===== src/rtl/riscv_pipe_pkg.sv =====
// Shared pipeline-control types: forwarding select encodings, hazard FSM states, forward-select helper.
// Latency: n/a (types and a pure function only).
// Backpressure: n/a.
package riscv_pipe_pkg;

    localparam logic [1:0] FWD_REG   = 2'b00;
    localparam logic [1:0] FWD_MEMWB = 2'b01;
    localparam logic [1:0] FWD_EXMEM = 2'b10;

    typedef enum logic {
        RUN   = 1'b0,
        STALL = 1'b1
    } hz_state_t;

    // The younger producer (EX/MEM) must win over MEM/WB; x0 is hardwired zero and never forwarded.
    function automatic logic [1:0] fwd_select(
        input logic [4:0] rs,
        input logic [4:0] rd_exmem,
        input logic       we_exmem,
        input logic [4:0] rd_memwb,
        input logic       we_memwb
    );
        if (we_exmem && (rd_exmem != 5'd0) && (rd_exmem == rs)) begin
            return FWD_EXMEM;
        end
        if (we_memwb && (rd_memwb != 5'd0) && (rd_memwb == rs)) begin
            return FWD_MEMWB;
        end
        return FWD_REG;
    endfunction

endpackage


===== src/rtl/forwarding_unit.sv =====
// ALU operand forwarding selects for the instruction in EX.
// Latency: purely combinational, same cycle.
// Backpressure: none.
module forwarding_unit
    import riscv_pipe_pkg::*;
(
    input  logic [4:0] rs1_IDEX,
    input  logic [4:0] rs2_IDEX,
    input  logic [4:0] rd_EXMEM,
    input  logic       RegWrite_EXMEM,
    input  logic [4:0] rd_MEMWB,
    input  logic       RegWrite_MEMWB,
    output logic [1:0] forwardA,
    output logic [1:0] forwardB
);

    assign forwardA = fwd_select(rs1_IDEX, rd_EXMEM, RegWrite_EXMEM, rd_MEMWB, RegWrite_MEMWB);
    assign forwardB = fwd_select(rs2_IDEX, rd_EXMEM, RegWrite_EXMEM, rd_MEMWB, RegWrite_MEMWB);

endmodule


===== src/rtl/hazard_ctrl_unit.sv =====
// Load-use stall / taken-branch redirect sequencer with ALU forwarding and saturating event counters.
// Latency: control outputs combinational (same cycle); FSM, wait count and counters update on clk.
// Backpressure: originates stalls (pc_write/ifid_write low) toward PC and IF/ID; accepts none itself.
module hazard_ctrl_unit
    import riscv_pipe_pkg::*;
#(
    parameter int LU_STALL_CYCLES = 1,
    parameter int CNT_W           = 16
) (
    input  logic             clk,
    input  logic             rst_n,
    input  logic [4:0]       rs1_IFID,
    input  logic [4:0]       rs2_IFID,
    input  logic [4:0]       rs1_IDEX,
    input  logic [4:0]       rs2_IDEX,
    input  logic [4:0]       rd_IDEX,
    input  logic             memRead_IDEX,
    input  logic [4:0]       rd_EXMEM,
    input  logic             RegWrite_EXMEM,
    input  logic [4:0]       rd_MEMWB,
    input  logic             RegWrite_MEMWB,
    input  logic             branch_EXMEM,
    input  logic             zero_EXMEM,
    input  logic             cnt_clr,
    output logic             pc_write,
    output logic             ifid_write,
    output logic             idex_bubble,
    output logic             flush_IFID,
    output logic             flush_IDEX,
    output logic             flush_EXMEM,
    output logic             pc_sel,
    output logic [1:0]       forwardA,
    output logic [1:0]       forwardB,
    output logic [CNT_W-1:0] stall_cnt,
    output logic [CNT_W-1:0] flush_cnt
);

    localparam int              WAIT_W    = (LU_STALL_CYCLES > 1) ? $clog2(LU_STALL_CYCLES) : 1;
    localparam logic [WAIT_W-1:0] WAIT_LOAD = WAIT_W'(LU_STALL_CYCLES - 1);
    localparam logic [CNT_W-1:0]  CNT_MAX   = {CNT_W{1'b1}};

    hz_state_t         state;
    hz_state_t         state_nxt;
    logic [WAIT_W-1:0] wait_q;
    logic [WAIT_W-1:0] wait_nxt;
    logic              taken;
    logic              lu_hit;
    logic [1:0]        fwd_a;
    logic [1:0]        fwd_b;

    assign taken  = branch_EXMEM & zero_EXMEM;
    assign lu_hit = memRead_IDEX & (rd_IDEX != 5'd0)
                  & ((rd_IDEX == rs1_IFID) | (rd_IDEX == rs2_IFID));

    forwarding_unit u_fwd (
        .rs1_IDEX       (rs1_IDEX),
        .rs2_IDEX       (rs2_IDEX),
        .rd_EXMEM       (rd_EXMEM),
        .RegWrite_EXMEM (RegWrite_EXMEM),
        .rd_MEMWB       (rd_MEMWB),
        .RegWrite_MEMWB (RegWrite_MEMWB),
        .forwardA       (fwd_a),
        .forwardB       (fwd_b)
    );

    always_ff @(posedge clk or negedge rst_n) begin
        if (!rst_n) begin
            state  <= RUN;
            wait_q <= '0;
        end else begin
            state  <= state_nxt;
            wait_q <= wait_nxt;
        end
    end

    // A taken branch squashes the stalled instruction, so it cancels any remaining stall cycles.
    always_comb begin
        state_nxt = state;
        wait_nxt  = wait_q;
        case (state)
            RUN: begin
                if (!taken && lu_hit && (LU_STALL_CYCLES > 1)) begin
                    state_nxt = STALL;
                    wait_nxt  = WAIT_LOAD;
                end
            end
            STALL: begin
                if (taken || (wait_q == WAIT_W'(1))) begin
                    state_nxt = RUN;
                    wait_nxt  = '0;
                end else begin
                    wait_nxt  = wait_q - WAIT_W'(1);
                end
            end
            default: begin
                state_nxt = RUN;
                wait_nxt  = '0;
            end
        endcase
    end

    always_comb begin
        pc_write    = 1'b1;
        ifid_write  = 1'b1;
        idex_bubble = 1'b0;
        flush_IFID  = 1'b0;
        flush_IDEX  = 1'b0;
        flush_EXMEM = 1'b0;
        pc_sel      = 1'b0;
        forwardA    = FWD_REG;
        forwardB    = FWD_REG;
        if (rst_n) begin
            forwardA = fwd_a;
            forwardB = fwd_b;
            if (taken) begin
                pc_sel      = 1'b1;
                flush_IFID  = 1'b1;
                flush_IDEX  = 1'b1;
                flush_EXMEM = 1'b1;
            end else if (lu_hit || (state == STALL)) begin
                pc_write    = 1'b0;
                ifid_write  = 1'b0;
                idex_bubble = 1'b1;
            end
        end
    end

    always_ff @(posedge clk or negedge rst_n) begin
        if (!rst_n) begin
            stall_cnt <= '0;
        end else if (cnt_clr) begin
            stall_cnt <= '0;
        end else if (!pc_write && (stall_cnt != CNT_MAX)) begin
            stall_cnt <= stall_cnt + CNT_W'(1);
        end
    end

    always_ff @(posedge clk or negedge rst_n) begin
        if (!rst_n) begin
            flush_cnt <= '0;
        end else if (cnt_clr) begin
            flush_cnt <= '0;
        end else if (taken && (flush_cnt != CNT_MAX)) begin
            flush_cnt <= flush_cnt + CNT_W'(1);
        end
    end

    a_no_stall_with_redirect: assert property (@(posedge clk) disable iff (!rst_n)
        !(pc_sel && !pc_write));

endmodule

===== config.mk =====
export PLATFORM = sky130hd
export DESIGN_NAME = hazard_ctrl_unit
export DESIGN_NICKNAME = d
export VERILOG_FILES = /design/src/rtl/riscv_pipe_pkg.sv /design/src/rtl/forwarding_unit.sv /design/src/rtl/hazard_ctrl_unit.sv
export SDC_FILE = /design/constraint.sdc
export NUM_CORES = 1
export LEC_CHECK = 0
export CAP_MARGIN = 20
export CORE_MARGIN = 2
export CORE_UTILIZATION = 49
export CTS_CLUSTER_DIAMETER = 30
export DETAILED_ROUTE_END_ITERATION = 8
export GPL_TIMING_DRIVEN = 0
export HOLD_SLACK_MARGIN = 0.15
export PLACE_DENSITY_LB_ADDON = 0.08
export SYNTH_ARGS = -nofsm -noshare
export SYNTH_HDL_FRONTEND = slang
export SYNTH_HIERARCHICAL = 1
export SYNTH_SLANG_ARGS = --single-unit

===== constraint.sdc =====
create_clock -name clk -period 4.4 [get_ports clk]
set_clock_uncertainty 0.2 [all_clocks]
set_input_delay 0.88 -clock clk [delete_from_list [all_inputs] [get_ports clk]]
set_output_delay 0.88 -clock clk [all_outputs]
set_load 0.02 [all_outputs]

==> results of run 1 <==
## routing by layer
metal / global-route usage / share of wire / vias to the layer above
li1: - / - / 1137
met1: 0.289 / 0.45 / 1111
met2: 0.390 / 0.50 / 77
met3: 0.0501 / 0.050 / 2
met4: 0.0707 / 0.0061 / 0
met5: 0 / 0 / -
## cell usage after synthesis, drive strengths merged, types with 5 or more instances
| cell type | instances | area (um2) |
|---|---|---|
| nor2 | 23 | 86.3 |
| nand2 | 10 | 37.5 |
| a21oi | 10 | 50.1 |
| and3 | 9 | 56.3 |
| clkbuf | 7 | 26.3 |
| nand3 | 18 | 90.1 |
| and2 | 8 | 50.1 |
| nand4 | 13 | 81.3 |
| o21ai | 6 | 33.8 |
| xnor2 | 26 | 228 |
| dfrtp | 34 | 851 |
| o211ai | 5 | 37.5 |
| o31ai | 10 | 75.1 |
| or4 | 14 | 109 |
| xor2 | 19 | 166 |
| nor4 | 7 | 62.6 |
| buf | 7 | 63.8 |
## stage by stage
stage | std cells | hold WS [ns] | total power (uW) | setup WS, ns
floorplan | 258 | 0.220 | 383 | 1.21
detailed placement | 410 | 0.244 | 456 | 0.142
global placement | 410 | 0.226 | 453 | -0.482
finish | 418 | 0.251 | 693 | 0.152
CTS | 418 | 0.254 | 704 | 0.137
global route | 418 | 0.285 | 733 | 0.0111
## critical path, cell delays in order
cell and delay, ns:
sky130_fd_sc_hd__clkdlybuf4s50_1 0.47, sky130_fd_sc_hd__or4_1 0.57, sky130_fd_sc_hd__o21ai_2 0.15, sky130_fd_sc_hd__nor4_1 0.09
sky130_fd_sc_hd__nor4_2 0.25, sky130_fd_sc_hd__and2_1 0.15, sky130_fd_sc_hd__clkdlybuf4s50_1 0.60
## registers in the layout, indices dropped and copies added (netlist names)
signal,cells
stall_cnt,16
wait_q,1
state,1
flush_cnt,16
## path summary, 6_finish.rpt
| check | slack [ns] | to | depth (start not counted) |
|---|---|---|---|
| worst max-delay path | 0.15 | forwardB[0] | 7 |
| worst min-delay path | 0.25 | state | 1 |
| worst max register to register | 1.83 | stall_cnt[7] | 8 |
| worst min register to register | 0.25 | state | 1 |
| max in group asynchronous | 2.90 | flush_cnt[4] | 1 |
| min in group asynchronous | 0.53 | stall_cnt[15] | 1 |
## final cells by class
class | instances | area (um2)
clock inverter | 2 | 12.5
sequential | 34 | 851
timing repair buffer | 85 | 846
fill | 401 | 1290
clock buffer | 6 | 82.6
buffer | 14 | 90.1
tap | 67 | 83.8
inverter | 2 | 7.51
multi-input combinational | 208 | 1460
## kinds of logic after synthesis
| group | count (synthesis) | share of synthesized area |
|---|---|---|
| buf+inv | 16 | 0.0406 |
| fa+ha+maj | 2 | 0.0104 |
| flops | 34 | 0.354 |
| simple gates | 117 | 0.285 |
| compound gates | 38 | 0.113 |
| mux | 6 | 0.0333 |
| xor+xnor | 45 | 0.164 |
## power groups by stage
stage / registers (uW) / logic [uW] / clock network, uW
global placement: 324 / 129 / 0
detailed placement: 324 / 132 / 0
floorplan: 325 / 58.1 / 0
CTS: 318 / 132 / 254
finish: 318 / 131 / 244
global route: 318 / 143 / 272
==> out/results.txt, run 1 <==
The proportion of power drawn by flip-flops and latches was 0.459; the number of gates given a new drive strength after cts was 0. Buffers inserted to repair hold after CTS numbered 0. During synthesis, Yosys emitted a total of 6 warnings.

The root buffer selected by CTS was sky130_fd_sc_hd__clkbuf_8. Synthesized instance count: 258. The site row count is 25. The cell area reported after detailed placement is 3330 um2. The worst setup path is of the in -> out kind. The congestion estimate from routability-driven global placement came to 0.922.

The fraction of layout instances using a drive strength above 1 is 0.0855, and the sum of negative setup slack is 0 ns. The half-perimeter wire length after placement is 4.47 mm. The library cells used most frequently in the layout, excluding fill and tap cells, are sky130_fd_sc_hd__clkdlybuf4s50_1, sky130_fd_sc_hd__dfrtp_1, sky130_fd_sc_hd__xnor2_1, sky130_fd_sc_hd__nor2_1, sky130_fd_sc_hd__xor2_1. For the post-layout utilization of the core, the log shows 0.726. Timing startpoint of the critical path: rd_EXMEM[1].

The tools report the DRC violation count after routing as 0. The number of sinks handled by clock tree synthesis was 34. For this design the total switching power over the nets is 182 uW. Data on the critical path is required at its endpoint by 3.32 ns. The clock tree synthesis step divided the H-tree into 2 levels. For the pin with the worst max-slew slack, the measured transition is 0.911 ns.

Number of post-CTS setup repair buffers: 0. In the final design database the tool counted 395 nets. Via density per instance: 5.57. For this block, the via count after detailed routing is 2327. Of all nets on the critical path, the largest fanout is 3. The tools report the critical path startpoint category as a primary input. Setup violations remaining at the end of the flow were counted as 0. Synthesis produced a netlist with a net count of 303. The leftover overflow at the end of global routing came out at 0. The flow ran to the end, and the final reports show no timing, DRC or antenna violations. The width of the die came out at 74.1 um. Counting flops and latches in the post-synthesis netlist gives 34. The post-route fraction of the period consumed by the critical path is 0.965. Setup repair after global routing left no endpoint under its margin. The part of the total power dissipated in combinational logic was 0.189. The number of placed I/O pins is 86, and the latest clock arrival within the worst-skew pair is 0.29 ns. The number of antenna violations at the first check in global routing is 0. The tools report the number of detailed-route iterations in the first pass as 4.

The die covers 5480 um2. Power spread over the standard cell area amounts to 202 nW/um2. The average routed wire per standard cell was 14.2 um; the proportion of synthesized chip area in sequential cells was 0.354. The proportion of register bits with asynchronous set or reset after synthesis was 1.00.

Maximum clock insertion buffer count: 2. The internal portion of total power was 511 uW. TritonCTS built the clock tree. The worst register-to-register path begins at stall_cnt[0]. The most common library cell in the layout ignoring fill and taps is sky130_fd_sc_hd__clkdlybuf4s50_1. The top achievable clock speed was 235 MHz.

The clock-pin slew on the worst setup and hold paths was 0.07 ns; the initial cell density of the core was 0.509. The max-slew violation count is 0, and the maximum number of pins on one net before global-route repair is 44. The tools report the placeable core region as 4720 um2. The antenna diode count is 0. The kind of end point of the critical path is a primary output.

In the synthesized netlist the dominant register cell turns out to be sky130_fd_sc_hd__dfrtp_1. The combined global-route utilization of all metal layers is 0.228. For the finished layout, the period the worst path requires is 4.25 ns.

The tools report the leakage power summed over all cells as 0.00129 uW. Count of final hold-check violations: 0. The number of synthesized flops with an enable pin came out at 0. Data on the critical path arrives at its endpoint at 3.17 ns. For the peak supply drop, the log shows 0.142 mV. The post-route standard cell area excluding fillers is 3430 um2. The switching share of power came out at 0.262. During placement, the flow inserted port buffers numbering 85.

Clock group share of total power: 0.352. In this run the remaining antenna-violating nets after routing total 0. The first global-routing pass estimated 9.83 mm of wire. Relative to the synthesized area, the layout overhead comes to 42.6%. Count of different cell masters after synthesis: 39.

Violation count after the first detailed-routing iteration: 150. The number of maximum-capacitance constraint violations was 0; the height of the chip was 74.1 um. The worst slew slack as a fraction of its limit came out at 0.393. The final layout contains routed wiring with a total length of 5.94 mm.

After synthesis the cells add up to 2400 um2. In this run the mean area of a mapped cell was 9.32 um2. The number of buffers created by CTS was 5. The run gives 2150 as the via count of the first global-routing pass.

The classification of the worst-slack hold path is reg -> reg. In this run the most critical hold path is launched from wait_q.
Power figures use the tool's default switching activity.
==> run 2, diff against run 1 <==
- CORE_UTILIZATION: 49 -> 47
==> run 2 against run 1 <==
Compared with the run above: setup slack improved by 0.027 ns; count of clock-buffer cells in the layout decreased by 1; flip-flop and latch count unchanged; die area increased by 4.0%.
==> out/results.txt, run 2 (synthesized netlist as in run 1, its figures left out) <==
In the final layout, the multi-input gates occupy 1460 um2. The congestion estimate from routability-driven global placement came to 0.882. The critical path is of the in -> out type. The tools report the remaining antenna violation count as 0. The critical path goes through clkdlybuf4s50_1 -> or4_1 -> o21ai_2 -> nor4_1 -> nor4_2 -> and2_1 -> clkdlybuf4s50_1.

The DRC violation count after routing came out at 0. Peak supply drop: 0.203 mV. The number of buffers added on ports was 85; the average routed wire per standard cell was 14.2 um.

For the worst setup path, the data required time is 3.32 ns. Count of final hold-check violations: 0. Number of post-CTS setup repair buffers: 0. Final hold analysis gives a worst-case slack of 0.252 ns. TritonCTS built the clock tree.

The floorplan step defined a core boundary enclosing 5010 um2. Setup violations remaining at the end of the flow were counted as 0. The flow ran to the end, and the final reports show no timing, DRC or antenna violations. The clock period could shrink to 4.22 ns. Fill cells in the final layout number 439. The number of gates given a new drive strength after cts is 0. The via count of the first global-routing pass was 2251; the number of detailed-route iterations in the first pass was 4. The most numerous cell type found on the critical path is sky130_fd_sc_hd__clkdlybuf4s50_1. The clock drives 34 sinks. TritonCTS created 5 clock buffers. In this design, the stage delay of the slowest critical-path cell is 0.59 ns.

The initial cell density of the core is 0.480, and the via density per instance is 5.41. The clock reaches the later pin of the worst-skew pair after 0.28 ns. For the antenna diode count, the log shows 0. Setup repair after global routing left no endpoint under its margin. The clock-pin slew on the worst setup and hold paths is 0.06 ns. The fraction of layout instances using a drive strength above 1 was 0.0855; the wire length of the first global-routing pass was 10.1 mm. The global routing usage on met1 is 0.295, and the maximum number of pins on one net before global-route repair is 33. For the met2 layer usage reported by global route, the log shows 0.371.

The total power density per cell area is 194 nW/um2, and the number of placed instances, taps included is 414. The max-slew violation count was 0. The tools report the kind of end point of the critical path as a primary output. The run gives 0.0529 as the met3 capacity usage during global routing. In this run the clock root is driven by a sky130_fd_sc_hd__clkbuf_8. The library cells used most frequently in the layout, excluding fill and tap cells, are sky130_fd_sc_hd__clkdlybuf4s50_1, sky130_fd_sc_hd__dfrtp_1, sky130_fd_sc_hd__xnor2_1, sky130_fd_sc_hd__nor2_1, sky130_fd_sc_hd__xor2_1. The die is 75.5 um tall.

Number of placed I/O pins: 86. The initialized floorplan defines 26 standard-cell rows. The most common library cell in the layout ignoring fill and taps is sky130_fd_sc_hd__clkdlybuf4s50_1.

In this run the worst path has a maximum fanout of 3. The first routing iteration left 140 violations. In the final layout, the registers with the most flip-flops are flush_cnt: 16 flops, stall_cnt: 16 flops. The logs give 0 for the number of antenna violations at the first check in global routing and 0.225 for the combined global-route utilization of all metal layers. The via count is 2279, and the leakage power summed over all cells is 0.00130 uW. Overall power consumption after layout is estimated at 667 uW. For the worst endpoint data arrival time, the log shows 3.14 ns. In this run the horizontal extent of the chip is 75.5 um.

The sum of negative setup slack was 0 ns. The path class of the tightest hold or removal check is reg -> reg. Critical path startpoint category: a primary input. The top achievable clock speed was 237 MHz; the cts-stage hold buffer count was 0.

The post-route fraction of the period consumed by the critical path is 0.959. The run gives 421 as the non-filler instance count after layout. The tool flagged a number of max-cap violations equal to 0. The logs give 0.671 for the worst slew slack as a fraction of its limit and 396 for the final net count. The sequential cells in the finished layout cover a total of 851 um2. The final routed wirelength across all metal layers is 6.00 mm. The run gives 0.686 as the post-layout utilization of the core. The transition time of the tightest slew-check pin came out at 0.494 ns. On the critical path, the stage with the largest delay is an instance of sky130_fd_sc_hd__clkdlybuf4s50_1.

The maximum clock insertion buffer count was 2. The die covers 5700 um2. For the depth of the CTS H-tree, the log shows 2. The half-perimeter wire length after placement was 4.56 mm; the area growth from synthesis to layout was 42.9%. After global routing, the most crowded layer is met2. The leftover overflow at the end of global routing was 0.
## run 2: cell types whose count changed in the layout (fill, tap and decap cells not counted)
cell / before / now
sky130_fd_sc_hd__clkinvlp_4: 1 / 0
sky130_fd_sc_hd__clkbuf_8: 6 / 5
sky130_fd_sc_hd__clkinv_2: 1 / 2
sky130_fd_sc_hd__buf_12: 0 / 1
## run 2: area by class of cell
class | count | area share
Tap cell | 70 | 0.0255
Buffer | 14 | 0.0262
Timing Repair Buffer | 86 | 0.252
Multi-Input combinational cell | 208 | 0.424
Clock inverter | 2 | 0.00291
Clock buffer | 5 | 0.0200
Inverter | 2 | 0.00218
Sequential cell | 34 | 0.248
## run 2: where the power goes
| part | total, uW | internal (uW) | switching [uW] |
|---|---|---|---|
| combinational | 133 | 71.7 | 61.1 |
| sequential | 318 | 315 | 2.64 |
| clock | 216 | 106 | 110 |
## run 2: critical path, delay by kind of cell
family	cells	cell delay, ns
buf+inv	2	1.06
simple gates	4	1.05
compound gates	1	0.15
## run 2: worst paths after layout
kind	startpoint	end	slack (ns)	cells after the start
setup / recovery	rd_EXMEM[1]	forwardB[0]	0.18	7
hold / removal	wait_q	state	0.25	1
setup reg to reg	stall_cnt[0]	stall_cnt[5]	1.80	7
hold reg to reg	wait_q	state	0.25	1
max in group asynchronous	rst_n	stall_cnt[11]	3.26	2
min in group asynchronous	rst_n	flush_cnt[8]	0.28	1
## run 2: metrics by stage
| stage | setup WS, ns | area, um2 |
|---|---|---|
| 2_1_floorplan | 1.21 | 2400 |
| 3_3_place_gp | -0.511 | 3340 |
| 3_5_place_dp | 0.167 | 3360 |
| 4_1_cts | 0.169 | 3440 |
| 5_1_grt | 0.0801 | 3440 |
| 6_report | 0.179 | 3440 |
## run 2: layer usage
metal | up-vias | share of wire
met2 | 78 | 0.47
met3 | 6 | 0.054
met1 | 1063 | 0.47
met4 | 0 | 0.0088
li1 | 1132 | -
met5 | - | 0
